`config.mk`:
```
export PLATFORM = sky130hd
export DESIGN_NAME = serial_alu_seq
export DESIGN_NICKNAME = d
export VERILOG_FILES = /design/src/rtl/serial_alu_seq_pkg.sv /design/src/rtl/serial_alu_bit.sv /design/src/rtl/serial_alu_seq.sv
export SDC_FILE = /design/constraint.sdc
export NUM_CORES = 1
export LEC_CHECK = 0
export CORE_UTILIZATION = 55
export CTS_CLUSTER_SIZE = 12
export DETAILED_ROUTE_END_ITERATION = 8
export HOLD_SLACK_MARGIN = 0.15
export PLACE_DENSITY_LB_ADDON = 0.08
export SLEW_MARGIN = 20
export SYNTH_ARGS = -nofsm -noshare
export SYNTH_HDL_FRONTEND = slang
export SYNTH_HIERARCHICAL = 1
export SYNTH_SLANG_ARGS = --single-unit
```
`constraint.sdc`:
```
create_clock -name w_clk -period 5.3 [get_ports w_clk]
set_clock_uncertainty 0.1 [all_clocks]
set_input_delay 0.795 -clock w_clk [delete_from_list [all_inputs] [get_ports w_clk]]
set_output_delay 0.795 -clock w_clk [all_outputs]
set_load 0.05 [all_outputs]
```
`src/rtl/serial_alu_seq_pkg.sv`:
```
// -----------------------------------------------------------------------------
// serial_alu_seq_pkg
// Shared definitions for the bit-serial ALU sequencer:
//   - default operand width
//   - operation code constants (4-bit op field)
//   - sequencer state encoding
//   - small op classification helpers
// Optional feature macro: SERIAL_SHIFT_EN (adds the SHIFT state for SLL/SRL).
// -----------------------------------------------------------------------------
package serial_alu_seq_pkg;

    localparam int XLEN_DEFAULT = 32;

    localparam logic [3:0] OP_ADD = 4'd0;
    localparam logic [3:0] OP_SUB = 4'd1;
    localparam logic [3:0] OP_XOR = 4'd2;
    localparam logic [3:0] OP_OR  = 4'd3;
    localparam logic [3:0] OP_AND = 4'd4;
    localparam logic [3:0] OP_SLL = 4'd5;
    localparam logic [3:0] OP_SRL = 4'd6;
    localparam logic [3:0] OP_EQ  = 4'd7;
    localparam logic [3:0] OP_NE  = 4'd8;
    localparam logic [3:0] OP_LTU = 4'd9;
    localparam logic [3:0] OP_LT  = 4'd10;

    typedef enum logic [1:0] {
        ST_IDLE   = 2'd0,
        ST_SERIAL = 2'd1,
`ifdef SERIAL_SHIFT_EN
        ST_SHIFT  = 2'd2,
`endif
        ST_DONE   = 2'd3
    } state_t;

    function automatic logic is_cmp_op(input logic [3:0] op);
        return (op == OP_EQ) || (op == OP_NE) || (op == OP_LTU) || (op == OP_LT);
    endfunction

    // Subtraction and every compare run as A + ~B + 1.
    function automatic logic uses_sub(input logic [3:0] op);
        return (op == OP_SUB) || is_cmp_op(op);
    endfunction

    // Ops that go through the one-bit slice.
    function automatic logic is_serial_op(input logic [3:0] op);
        return (op <= OP_AND) || is_cmp_op(op);
    endfunction

    function automatic logic is_shift_op(input logic [3:0] op);
        return (op == OP_SLL) || (op == OP_SRL);
    endfunction

endpackage

```
`src/rtl/serial_alu_bit.sv`:
```
// -----------------------------------------------------------------------------
// serial_alu_bit
// Combinational one-bit ALU slice used by the serial sequencer.
// Ports:
//   a, b       operand bits for the current position
//   carry_in   carry from the previous (less significant) bit
//   op         operation code (serial_alu_seq_pkg constants)
//   result     result bit for this position
//   carry_out  carry into the next bit (only meaningful for add/sub/compare)
// -----------------------------------------------------------------------------
module serial_alu_bit
    import serial_alu_seq_pkg::*;
(
    input  logic       a,
    input  logic       b,
    input  logic       carry_in,
    input  logic [3:0] op,
    output logic       result,
    output logic       carry_out
);

    logic b_eff;
    logic sum;

    assign b_eff     = uses_sub(op) ? ~b : b;
    assign sum       = a ^ b_eff ^ carry_in;
    assign carry_out = (a & b_eff) | (a & carry_in) | (b_eff & carry_in);

    always_comb begin
        result = sum;
        case (op)
            OP_XOR:  result = a ^ b;
            OP_OR:   result = a | b;
            OP_AND:  result = a & b;
            default: result = sum;
        endcase
    end

endmodule

```
`src/rtl/serial_alu_seq.sv`:
```
// -----------------------------------------------------------------------------
// serial_alu_seq
// Sequencer for the bit-serial execution path. Accepts one operation over a
// valid/ready handshake, runs it LSB-first through serial_alu_bit (or through
// a one-position-per-cycle shifter) and holds the result until consumed.
// Ports:
//   w_clk, w_rst_x            clock, async active-low reset
//   w_req_valid/r_req_ready   request handshake (ready only in IDLE)
//   w_req_op, w_req_a/b       op code and operands
//   r_res_valid/w_res_ready   result handshake
//   r_res_data                result value (0 for compares and illegal ops)
//   r_res_cmp                 compare outcome
//   r_res_err                 unsupported op code
//   r_busy                    sequencer not idle
// Optional feature macro: SERIAL_SHIFT_EN -- builds the SHIFT state for
// SLL/SRL; without it those ops are reported as illegal.
// -----------------------------------------------------------------------------
module serial_alu_seq
    import serial_alu_seq_pkg::*;
#(
    parameter int XLEN = XLEN_DEFAULT
) (
    input  logic            w_clk,
    input  logic            w_rst_x,
    input  logic            w_req_valid,
    output logic            r_req_ready,
    input  logic [3:0]      w_req_op,
    input  logic [XLEN-1:0] w_req_a,
    input  logic [XLEN-1:0] w_req_b,
    output logic            r_res_valid,
    input  logic            w_res_ready,
    output logic [XLEN-1:0] r_res_data,
    output logic            r_res_cmp,
    output logic            r_res_err,
    output logic            r_busy
);

    localparam int SHW = $clog2(XLEN);
    localparam int LAST_BIT_I = XLEN - 1;
    localparam logic [SHW:0] LAST_BIT = LAST_BIT_I[SHW:0];

    state_t          state_q, state_d;
    logic [3:0]      op_q;
    logic [XLEN-1:0] a_q, b_q, res_q;
    logic [SHW:0]    cnt_q;
    logic            carry_q, mism_q, cmp_q, err_q;
    logic            bit_res, bit_cout, bit_diff, last_bit;
    logic            req_is_shift, req_legal;

`ifdef SERIAL_SHIFT_EN
    logic [SHW-1:0]  shamt_q;
    assign req_is_shift = is_shift_op(w_req_op);
`else
    assign req_is_shift = 1'b0;
`endif

    assign req_legal = is_serial_op(w_req_op) || req_is_shift;
    assign last_bit  = (cnt_q == LAST_BIT);
    assign bit_diff  = a_q[0] ^ b_q[0];

    serial_alu_bit u_bit (
        .a         (a_q[0]),
        .b         (b_q[0]),
        .carry_in  (carry_q),
        .op        (op_q),
        .result    (bit_res),
        .carry_out (bit_cout)
    );

    assign r_req_ready = (state_q == ST_IDLE);
    assign r_res_valid = (state_q == ST_DONE);
    assign r_busy      = (state_q != ST_IDLE);
    assign r_res_data  = res_q;
    assign r_res_cmp   = cmp_q;
    assign r_res_err   = err_q;

    always_ff @(posedge w_clk or negedge w_rst_x) begin
        if (!w_rst_x) begin
            state_q <= ST_IDLE;
        end else begin
            state_q <= state_d;
        end
    end

    always_comb begin
        state_d = state_q;
        case (state_q)
            ST_IDLE: begin
                if (w_req_valid) begin
                    if (!req_legal) begin
                        state_d = ST_DONE;
                    end
`ifdef SERIAL_SHIFT_EN
                    else if (req_is_shift) begin
                        state_d = ST_SHIFT;
                    end
`endif
                    else begin
                        state_d = ST_SERIAL;
                    end
                end
            end
            ST_SERIAL: begin
                if (last_bit) begin
                    state_d = ST_DONE;
                end
            end
`ifdef SERIAL_SHIFT_EN
            // Shift amount 0 still spends one cycle here, leaving data = A.
            ST_SHIFT: begin
                if (shamt_q <= 1) begin
                    state_d = ST_DONE;
                end
            end
`endif
            ST_DONE: begin
                if (w_res_ready) begin
                    state_d = ST_IDLE;
                end
            end
            default: state_d = ST_IDLE;
        endcase
    end

    // Datapath: operands shift right one bit per SERIAL cycle; the slice's
    // result bit enters the MSB so after XLEN cycles res_q holds the answer.
    always_ff @(posedge w_clk or negedge w_rst_x) begin
        if (!w_rst_x) begin
            op_q    <= OP_ADD;
            a_q     <= '0;
            b_q     <= '0;
            res_q   <= '0;
            cnt_q   <= '0;
            carry_q <= 1'b0;
            mism_q  <= 1'b0;
            cmp_q   <= 1'b0;
            err_q   <= 1'b0;
`ifdef SERIAL_SHIFT_EN
            shamt_q <= '0;
`endif
        end else begin
            case (state_q)
                ST_IDLE: begin
                    if (w_req_valid) begin
                        op_q    <= w_req_op;
                        a_q     <= w_req_a;
                        b_q     <= w_req_b;
                        cnt_q   <= '0;
                        carry_q <= uses_sub(w_req_op);
                        mism_q  <= 1'b0;
                        cmp_q   <= 1'b0;
                        err_q   <= !req_legal;
                        res_q   <= '0;
`ifdef SERIAL_SHIFT_EN
                        if (req_is_shift) begin
                            res_q <= w_req_a;
                        end
                        shamt_q <= w_req_b[SHW-1:0];
`endif
                    end
                end
                ST_SERIAL: begin
                    a_q     <= a_q >> 1;
                    b_q     <= b_q >> 1;
                    carry_q <= bit_cout;
                    cnt_q   <= cnt_q + 1'b1;
                    mism_q  <= mism_q | bit_diff;
                    res_q   <= {bit_res, res_q[XLEN-1:1]};
                    if (last_bit && is_cmp_op(op_q)) begin
                        res_q <= '0;
                        case (op_q)
                            OP_EQ:   cmp_q <= !(mism_q | bit_diff);
                            OP_NE:   cmp_q <= mism_q | bit_diff;
                            OP_LTU:  cmp_q <= !bit_cout;
                            // On the last bit a_q[0]/b_q[0] are the sign bits.
                            default: cmp_q <= bit_diff ? a_q[0] : !bit_cout;
                        endcase
                    end
                end
`ifdef SERIAL_SHIFT_EN
                ST_SHIFT: begin
                    if (shamt_q != 0) begin
                        shamt_q <= shamt_q - 1'b1;
                        if (op_q == OP_SLL) begin
                            res_q <= res_q << 1;
                        end else begin
                            res_q <= res_q >> 1;
                        end
                    end
                end
`endif
                default: begin
                end
            endcase
        end
    end

endmodule

```
==> impl_metrics.ini, run 1 <==
[yosys]
yosysWarnings = 6
synth_fp_nets = 541
synth-async-reset-ratio_pct = 100
synth.top_cell.area_share_pct = 55.0
synth_flop_cell = dfrtp_1
synth_area_leaders = dfrtp_1, mux2i_1, o21ai_0
yosysUniqueCellTypes = 44
syn_inst = 465
syn_area_per_cell_sq_um = 11.0
ys_seq_elements = 112
ys_seq_area_share_pct = 55.0
synth_area_sq_um = 5100
synth_edf_count = 0
yosysTopAreaCell = dfrtp_1

[final_layout]
layout_commonest_cell = dfrtp_1
syn_to_final_growth_pct = 25.3
antennaDiodeCount = 0
final_core_util_pct = 72.2
regArea_sq_um = 2800
layout_common_cells = dfrtp_1, clkdlybuf4s50_1, nand2_1
fill_cells = 671
nNetsFinal = 629
multi_input_area_sq_um = 2080
layout-drive-gt1-share_pct = 4.84

[sta]
maxSlewViolCount = 0
setup-tns-final_ns = 0
rsz0062_at_grt = false
finalHoldViolations = 0
setup_violations = 0
fmax_mhz = 356
whs_ns = 0.383
max-slew-margin-rel_pct = 29.8
min_period_ns = 2.81
period_share_pct = 53.0
worstMarginPinSlew_ns = 1.05

[detailed_routing]
vias_per_cell = 5.54
drtAntennaViolNets = 0
drt-initial-drc-count = 150
drt-total-wl_mm = 9.93
routedWlPerCell_um = 14.9
first_pass_iters = 6
vias = 3689
drc = 6

[hold_path]
holdPathStages = 1
hp-start = cnt_q[5]$_DFFE_PN0P_
min_path_type = reg2reg
hold_end = cnt_q[5]$_DFFE_PN0P_

[setup_path]
r2r_end = r_res_cmp$_DFFE_PN0P_
r2r_cells = 9
cp.arrival_ns = 1.91
critical_path_required_ns = 4.41
endpoint_kind = output port
r2r_start = op_q[1]$_DFFE_PN0P_
cp-start-kind = flop
rrSetupSlack_ns = 2.77
critPathKind = reg2out
crit_path_max_fanout = 9

[clocking]
clk_pin_slew_worst_paths_ns = 0.11
tritoncts = built
cts_resized = 0
h-tree-depth = 3
cts_num_sinks = 112
cts_hold_buf = 0
cts-root-buf = clkbuf_8
post-cts-setup-buffers = 0
clk_latency_ns = 0.36
clock_path_buffers = 2
cts_buffers = 9

[floorplan]
die_x_um = 98.3
rows = 34
dieHeight_um = 98.3
ios = 109
initial_utilization_pct = 57.6
core_sq_um = 8850
fp.dieArea_sq_um = 9660

[power_and_ir_drop]
peakVddDrop_mv = 0.282
power.density_nw_per_um2 = 580
p_leak_nw = 3.11

[grt]
grt_pass1_vias = 3562
grt_first_pass_wirelength_mm = 16.9
grt_max_degree = 135
groute.usage.overall_pct = 21.8
top_usage_layer = met2
grtUsageMet1_pct = 29.2
use_met3_pct = 5.15
antenna_found_initial = 0
grt_overflow = 0
met2_usage_pct = 35.8

[placement]
gp_congestion = 0.720
io_buffer_count = 108
dpl.hpwl_mm = 6.51

[job]
cap_violations = 0

[outcome]
violations = DRC
status = finished, violations left
## registers in the layout (all words and copies together), names as in the netlist
signal	count
mism_q	1
op_q	4
state_q	2
carry_q	1
r_res_err	1
cnt_q	6
r_res_cmp	1
b_q	32
a_q	32
r_res_data	32
## worst max-delay path, cell delays in order, from the launching register on
cell and delay (ns):
dfrtp_1 0.51, nor2_1 0.21, clkdlybuf4s50_1 0.83
## cell usage after synthesis (all sizes together), types with 2 or more instances
| cell type | n |
|---|---|
| a211o | 2 |
| a21oi | 3 |
| a22o | 37 |
| and2 | 3 |
| and2b | 2 |
| buf | 23 |
| clkbuf | 11 |
| dfrtp | 112 |
| ha | 3 |
| inv | 9 |
| mux2 | 4 |
| mux2i | 64 |
| nand2 | 77 |
| nand2b | 3 |
| nand3 | 2 |
| nor2 | 9 |
| nor2b | 3 |
| o21ai | 76 |
| o21bai | 2 |
| o311a | 2 |
| o311ai | 2 |
## worst max path at each step
stage,from,end,slack (ns),depth (start not counted)
after CTS,state_q[1]$_DFFE_PN0P_,r_req_ready,2.47,2
after global routing,state_q[1]$_DFFE_PN0P_,r_req_ready,2.38,2
after global placement,w_req_valid,r_res_cmp$_DFFE_PN0P_,2.55,5
after detailed placement,w_req_valid,a_q[1]$_DFFE_PN0P_,2.50,4
after floorplan,state_q[0]$_DFFE_PN0P_,r_busy,2.73,3
final,state_q[0]$_DFFE_PN0P_,r_req_ready,2.49,2
## cells by family after synthesis
kind of cell             after synthesis  share of synthesized area (%)
buffers and inverters                 43                           4.66
AND/OR/NAND/NOR                      105                           8.83
XOR/XNOR                               2                          0.344
flip-flops                           112                           55.0
adder cells (fa/ha/maj)                4                           1.13
multiplexers                          68                           13.4
AO/OA/AOI/OAI                        131                           16.6
## area by class of cell
class	instances	area share (%)
Clock buffer	11	2.21
Clock inverter	5	1.35
Inverter	9	0.529
Multi-Input combinational cell	310	32.5
Sequential cell	112	43.9
Tap cell	108	2.11
Timing Repair Buffer	111	17.4
## layer usage
layer / up-vias / wire length (um)
met5: - / 0
met4: 0 / 89
met3: 6 / 512
met2: 80 / 4770
met1: 1788 / 4560
li1: 1815 / -
## through the flow
step | instances | worst slack (ns) | total power [mW] | area (sq um)
CTS | 666 | 2.47 | 3.73 | 6390
global route | 666 | 2.38 | 3.94 | 6390
detailed placement | 650 | 2.50 | 3.16 | 6160
global placement | 650 | 2.55 | 3.10 | 6160
floorplan | 465 | 2.73 | 2.67 | 5100
finish | 666 | 2.49 | 3.71 | 6390
## report_power, final
group | internal (mW) | switching, mW | leakage [nW]
combinational | 0.703 | 0.948 | 1.57
sequential | 1.21 | 0.273 | 1.43
clock | 0.284 | 0.287 | 0.115
Note: power is estimated with default switching activity, not from simulation.
==> run 2, diff against run 1 <==
CORE_UTILIZATION = 51   (was 55)
clock period = 2.8 ns   (was 5.3 ns; I/O delays follow)
==> run 2 against run 1 <==
Net effect:
- the run now ends clean
- combinational power is 89% higher
- core utilization decreased by 6.4 points
- register-to-register slack got worse by 2.4 ns
- die area rose by 7.7%
- via count shrank 1.1%
- cell count is 3.8% higher
- worst hold slack improved by 0.0065 ns
- global-route usage is 1.5 points lower
- clock power rose by 52%
- flip-flop and latch count is the same
- critical path type unchanged
- critical endpoint is now r_res_valid
- largest cell class unchanged
- highest routed layer unchanged
==> impl_metrics.ini, run 2 (synthesis gave the netlist of run 1 again) <==
[outcome]
status = completed

[clocking]
cts-root-buf = clkbuf_8
h-tree-depth = 3
clock_path_buffers = 2
cts_resized = 0
clk_pin_slew_worst_paths_ns = 0.10
tritoncts = built
cts_buffers = 9
cts_num_sinks = 112
clk_latency_ns = 0.37

[floorplan]
core_sq_um = 9730
initial_utilization_pct = 52.4
rows = 36
dieHeight_um = 102
ios = 109
die_x_um = 102
fp.dieArea_sq_um = 10400

[setup_path]
critPathKind = reg2out
endpoint_kind = output port
critical_path_required_ns = 2.28
r2r_cells = 10
cp.arrival_ns = 1.95
crit_path_max_fanout = 9
cp-start-kind = flop

[final_layout]
syn_to_final_growth_pct = 25.6
layout-drive-gt1-share_pct = 4.84
final_area_sq_um = 6410
layout_commonest_cell = dfrtp_1
nNetsFinal = 631
layout_common_cells = dfrtp_1, clkdlybuf4s50_1, nand2_1
fill_cells = 815
antennaDiodeCount = 0
instances_no_fill = 691

[detailed_routing]
drt-total-wl_mm = 10.1
drt-initial-drc-count = 170
routedWlPerCell_um = 14.7
vias = 3647
drc = 0
first_pass_iters = 6
drtAntennaViolNets = 0
vias_per_cell = 5.28

[placement]
dpl_cell_area_sq_um = 6230
io_buffer_count = 108
gp_congestion = 0.800
dp.cells = 676
dpl.hpwl_mm = 6.68

[sta]
min_period_ns = 2.47
worstMarginPinSlew_ns = 0.663
fmax_mhz = 404
rsz0062_at_grt = false
setup_violations = 0
period_share_pct = 88.4
max-slew-margin-rel_pct = 55.8
maxSlewViolCount = 0
setup-tns-final_ns = 0
finalHoldViolations = 0

[power_and_ir_drop]
p_int_mw = 3.95
combPwrFrac_pct = 46.0
power_frac_seq_pct = 41.2
power.density_nw_per_um2 = 1060
swShare_pct = 41.8
p_sw_mw = 2.84
peakVddDrop_mv = 0.678
p_leak_nw = 3.10
clockPowerShare_pct = 12.8

[grt]
grt_overflow = 0
grt_max_degree = 167
grt_first_pass_wirelength_mm = 16.3
groute.usage.overall_pct = 20.3
antenna_found_initial = 0
grt_pass1_vias = 3301

[hold_path]
min_path_type = reg2reg
holdPathStages = 1

[job]
cap_violations = 0
==> run 2: cell count changes in the layout (fill, tap and decap cells not counted), sizes merged <==
cell and delta:
bufinv -2, clkinvlp +1, dlygate4sd3 +1, buf +1, clkinv +2, clkbuf -2
inv -1
==> run 2: timing repair <==
action / 4_1_cts / 5_1_grt
endpoints found under the hold margin: 48 / 0
hold buffers: 1 / 0
setup buffers: 0 / 0
==> run 2: layer usage <==
metal,global-route usage [%],wire (um),vias to the layer above
li1,-,-,1821
met1,28.0,4670,1729
met2,30.9,4740,86
met3,6.22,563,11
met4,6.04,156,0
met5,0,0,-
==> run 2: power groups by stage <==
stage	Clock, mW	Sequential (mW)	Combinational, mW
2_1_floorplan	0	3.47	1.57
5_1_grt	0.956	2.89	3.41
3_5_place_dp	0	2.83	3.16
4_1_cts	0.902	2.80	3.16
3_3_place_gp	0	2.80	3.07
6_report	0.866	2.80	3.12
==> run 2: area by class of cell <==
class	count	area [sq um]	area share, %
Timing Repair Buffer	113	1160	18.0
Clock buffer	9	124	1.93
Multi-Input combinational cell	310	2080	32.4
Sequential cell	112	2800	43.8
Inverter	9	33.8	0.527
Tap cell	133	166	2.60
Clock inverter	5	45.0	0.703
==> run 2: per-stage QoR <==
step	total power [mW]	utilization (%)	setup slack, ns	hold slack (ns)
2_1_floorplan	5.05	-	0.605	0.0244
3_3_place_gp	5.87	64.0	0.529	0.360
3_5_place_dp	5.99	64.0	0.386	0.363
4_1_cts	6.86	65.8	0.309	0.386
5_1_grt	7.26	65.8	0.244	0.409
6_report	6.79	65.8	0.326	0.389
==> run 2: worst max-delay path, cell delays in order (launching register included) <==
cell	delay [ns]
dfrtp_1	0.60
and2_1	0.19
clkdlybuf4s50_1	0.80
==> run 2: worst paths after layout <==
check / from / endpoint / slack, ns
min: cnt_q[5]$_DFFE_PN0P_ / cnt_q[5]$_DFFE_PN0P_ / 0.39
max in group asynchronous: w_rst_x / r_res_data[10]$_DFFE_PN0P_ / 1.39
min in group asynchronous: w_rst_x / a_q[6]$_DFFE_PN0P_ / 0.51
max: state_q[1]$_DFFE_PN0P_ / r_res_valid / 0.33
min reg2reg: cnt_q[5]$_DFFE_PN0P_ / cnt_q[5]$_DFFE_PN0P_ / 0.39
max reg2reg: op_q[2]$_DFFE_PN0P_ / r_res_cmp$_DFFE_PN0P_ / 0.36
==> run 3, diff against run 2 <==
CELL_PAD_IN_SITES_DETAIL_PLACEMENT = 1   (was unset)
CELL_PAD_IN_SITES_GLOBAL_PLACEMENT = 2   (was unset)
CORE_UTILIZATION = 32   (was 51)
==> run 3 against run 2 <==
Net effect:
- cell count increased by 12%
- routed wire length is 19% higher
- core utilization down 22 points
- design area is 4.1% higher
- maximum frequency up 2.5%
- non-clock buffer count increased by 4
- combinational power grew 4%
- worst setup slack better by 0.060 ns
- critical path depth unchanged
- count of clock-buffer cells in the layout increased by 1
- total power rose by 7.4%
- critical path type unchanged
- largest cell class unchanged
==> impl_metrics.ini, run 3 (synthesis gave the netlist of run 1 again) <==
[setup_path]
critical_path_required_ns = 2.28
endpoint_kind = output port
crit_path_max_fanout = 9
critPathKind = reg2out
cp_cell_sequence = nor2_1 > clkdlybuf4s50_1
r2r_cells = 9
cp-start-kind = flop
cp.arrival_ns = 1.89
slowest_delay_ns = 0.84
cp_slowest_cell = clkdlybuf4s50_1

[placement]
dpl_cell_area_sq_um = 6370
gp_congestion = 0.757
dpl.hpwl_mm = 8.12
io_buffer_count = 108

[clocking]
cts_num_sinks = 112
h-tree-depth = 3
clk_pin_slew_worst_paths_ns = 0.08
clock_path_buffers = 2
cts-root-buf = clkbuf_16
cts_buffers = 9
tritoncts = built
clk_latency_ns = 0.35
post-cts-setup-buffers = 0

[hold_path]
min_path_type = reg2reg
holdPathStages = 2

[sta]
worstMarginPinSlew_ns = 0.545
rsz0062_at_grt = false
finalHoldViolations = 0
fmax_mhz = 414
max-slew-margin-rel_pct = 63.6
min_period_ns = 2.41
period_share_pct = 86.2
setup-tns-final_ns = 0
setup_violations = 0
maxSlewViolCount = 0

[power_and_ir_drop]
peakVddDrop_mv = 0.393
power_frac_seq_pct = 38.5
p_int_mw = 4.30
clockPowerShare_pct = 17.2
combPwrFrac_pct = 44.3
power.density_nw_per_um2 = 1090
swShare_pct = 41.0
total_power_mw = 7.29
p_leak_nw = 3.18
p_sw_mw = 2.99

[final_layout]
nNetsFinal = 635
final_area_sq_um = 6670
antennaDiodeCount = 0
layout_common_cells = dfrtp_1, clkdlybuf4s50_1, nand2_1
layout_commonest_cell = dfrtp_1
syn_to_final_growth_pct = 30.8
layout-drive-gt1-share_pct = 5.67

[detailed_routing]
vias = 3771
routedWlPerCell_um = 15.5
vias_per_cell = 4.87
drt-initial-drc-count = 118
drt-total-wl_mm = 12.0
drtAntennaViolNets = 0
drc = 0
first_pass_iters = 4

[grt]
antenna_found_initial = 1
top_usage_layer = met2
groute.usage.overall_pct = 15.6
met2_usage_pct = 24.8
grt_overflow = 0
use_met3_pct = 5.51
grtUsageMet1_pct = 20.1
grt_first_pass_wirelength_mm = 19.9
grt_pass1_vias = 3920
grt_max_degree = 87

[floorplan]
ios = 109
initial_utilization_pct = 33.2
rows = 45
fp.dieArea_sq_um = 16400
core_sq_um = 15400
dieHeight_um = 128
die_x_um = 128

[job]
cap_violations = 0

[outcome]
status = completed
==> run 3: changes by cell type in the layout (fill, tap and decap cells not counted), sizes merged <==
cell,delta
buf,+4
clkbuf,+1
clkinv,-1
clkinvlp,+1
inv,+1
==> run 3: power by group through the flow <==
stage                     combinational, mW  clock, mW  sequential, mW
final                                  3.23       1.26            2.81
after CTS                              3.29       1.32            2.82
after global routing                   3.52       1.39            2.92
after detailed placement               3.27          0            2.84
after global placement                 3.18          0            2.81
after floorplan                        1.57          0            3.47
==> run 3: routing by layer <==
metal  vias to the layer above  wire length [um]
met5                         -                 0
met4                         0               109
met3                         8               732
met2                        77              5470
met1                      1865              5720
li1                       1821                 -
==> run 3: worst max-delay path, delay by kind of cell, from the launching register on <==
family	cells	cell delay [ns]
AND/OR/NAND/NOR	1	0.22
flip-flops	1	0.49
buffers and inverters	1	0.84
==> run 3: final timing paths <==
path                                        startpoint                     to  slack [ns]
worst max-delay path            state_q[0]$_DFFE_PN0P_            r_req_ready        0.39
min in group asynchronous                      w_rst_x    a_q[22]$_DFFE_PN0P_        0.47
worst max register to register     op_q[2]$_DFFE_PN0P_  r_res_cmp$_DFFE_PN0P_        0.40
worst min-delay path               a_q[12]$_DFFE_PN0P_    a_q[12]$_DFFE_PN0P_        0.38
worst min register to register     a_q[12]$_DFFE_PN0P_    a_q[12]$_DFFE_PN0P_        0.38
max in group asynchronous                      w_rst_x     a_q[8]$_DFFE_PN0P_        1.40
==> run 3: final cells by class <==
cell class                      count  area (sq um)
Inverter                            9          33.8
Clock buffer                       10           239
Fill cell                        1660          8700
Clock inverter                      6          52.6
Tap cell                          211           264
Timing Repair Buffer              117          1200
Sequential cell                   112          2800
Multi-Input combinational cell    310          2080
==> run 3: what timing repair did <==
action / 4_1_cts / 5_1_grt
hold endpoints to repair: 31 / 0
hold buffers: 1 / 0
gates resized for setup: 0 / 0
setup endpoints to repair: 0 / 0
==> run 3: stage by stage <==
step,instances,util (%),setup WS [ns],hold WS (ns)
after CTS,775,43.4,0.348,0.389
after global placement,758,41.4,0.488,0.309
after floorplan,465,-,0.605,0.0244
after detailed placement,758,41.4,0.390,0.316
after global routing,775,43.4,0.154,0.419
final,775,43.4,0.385,0.382
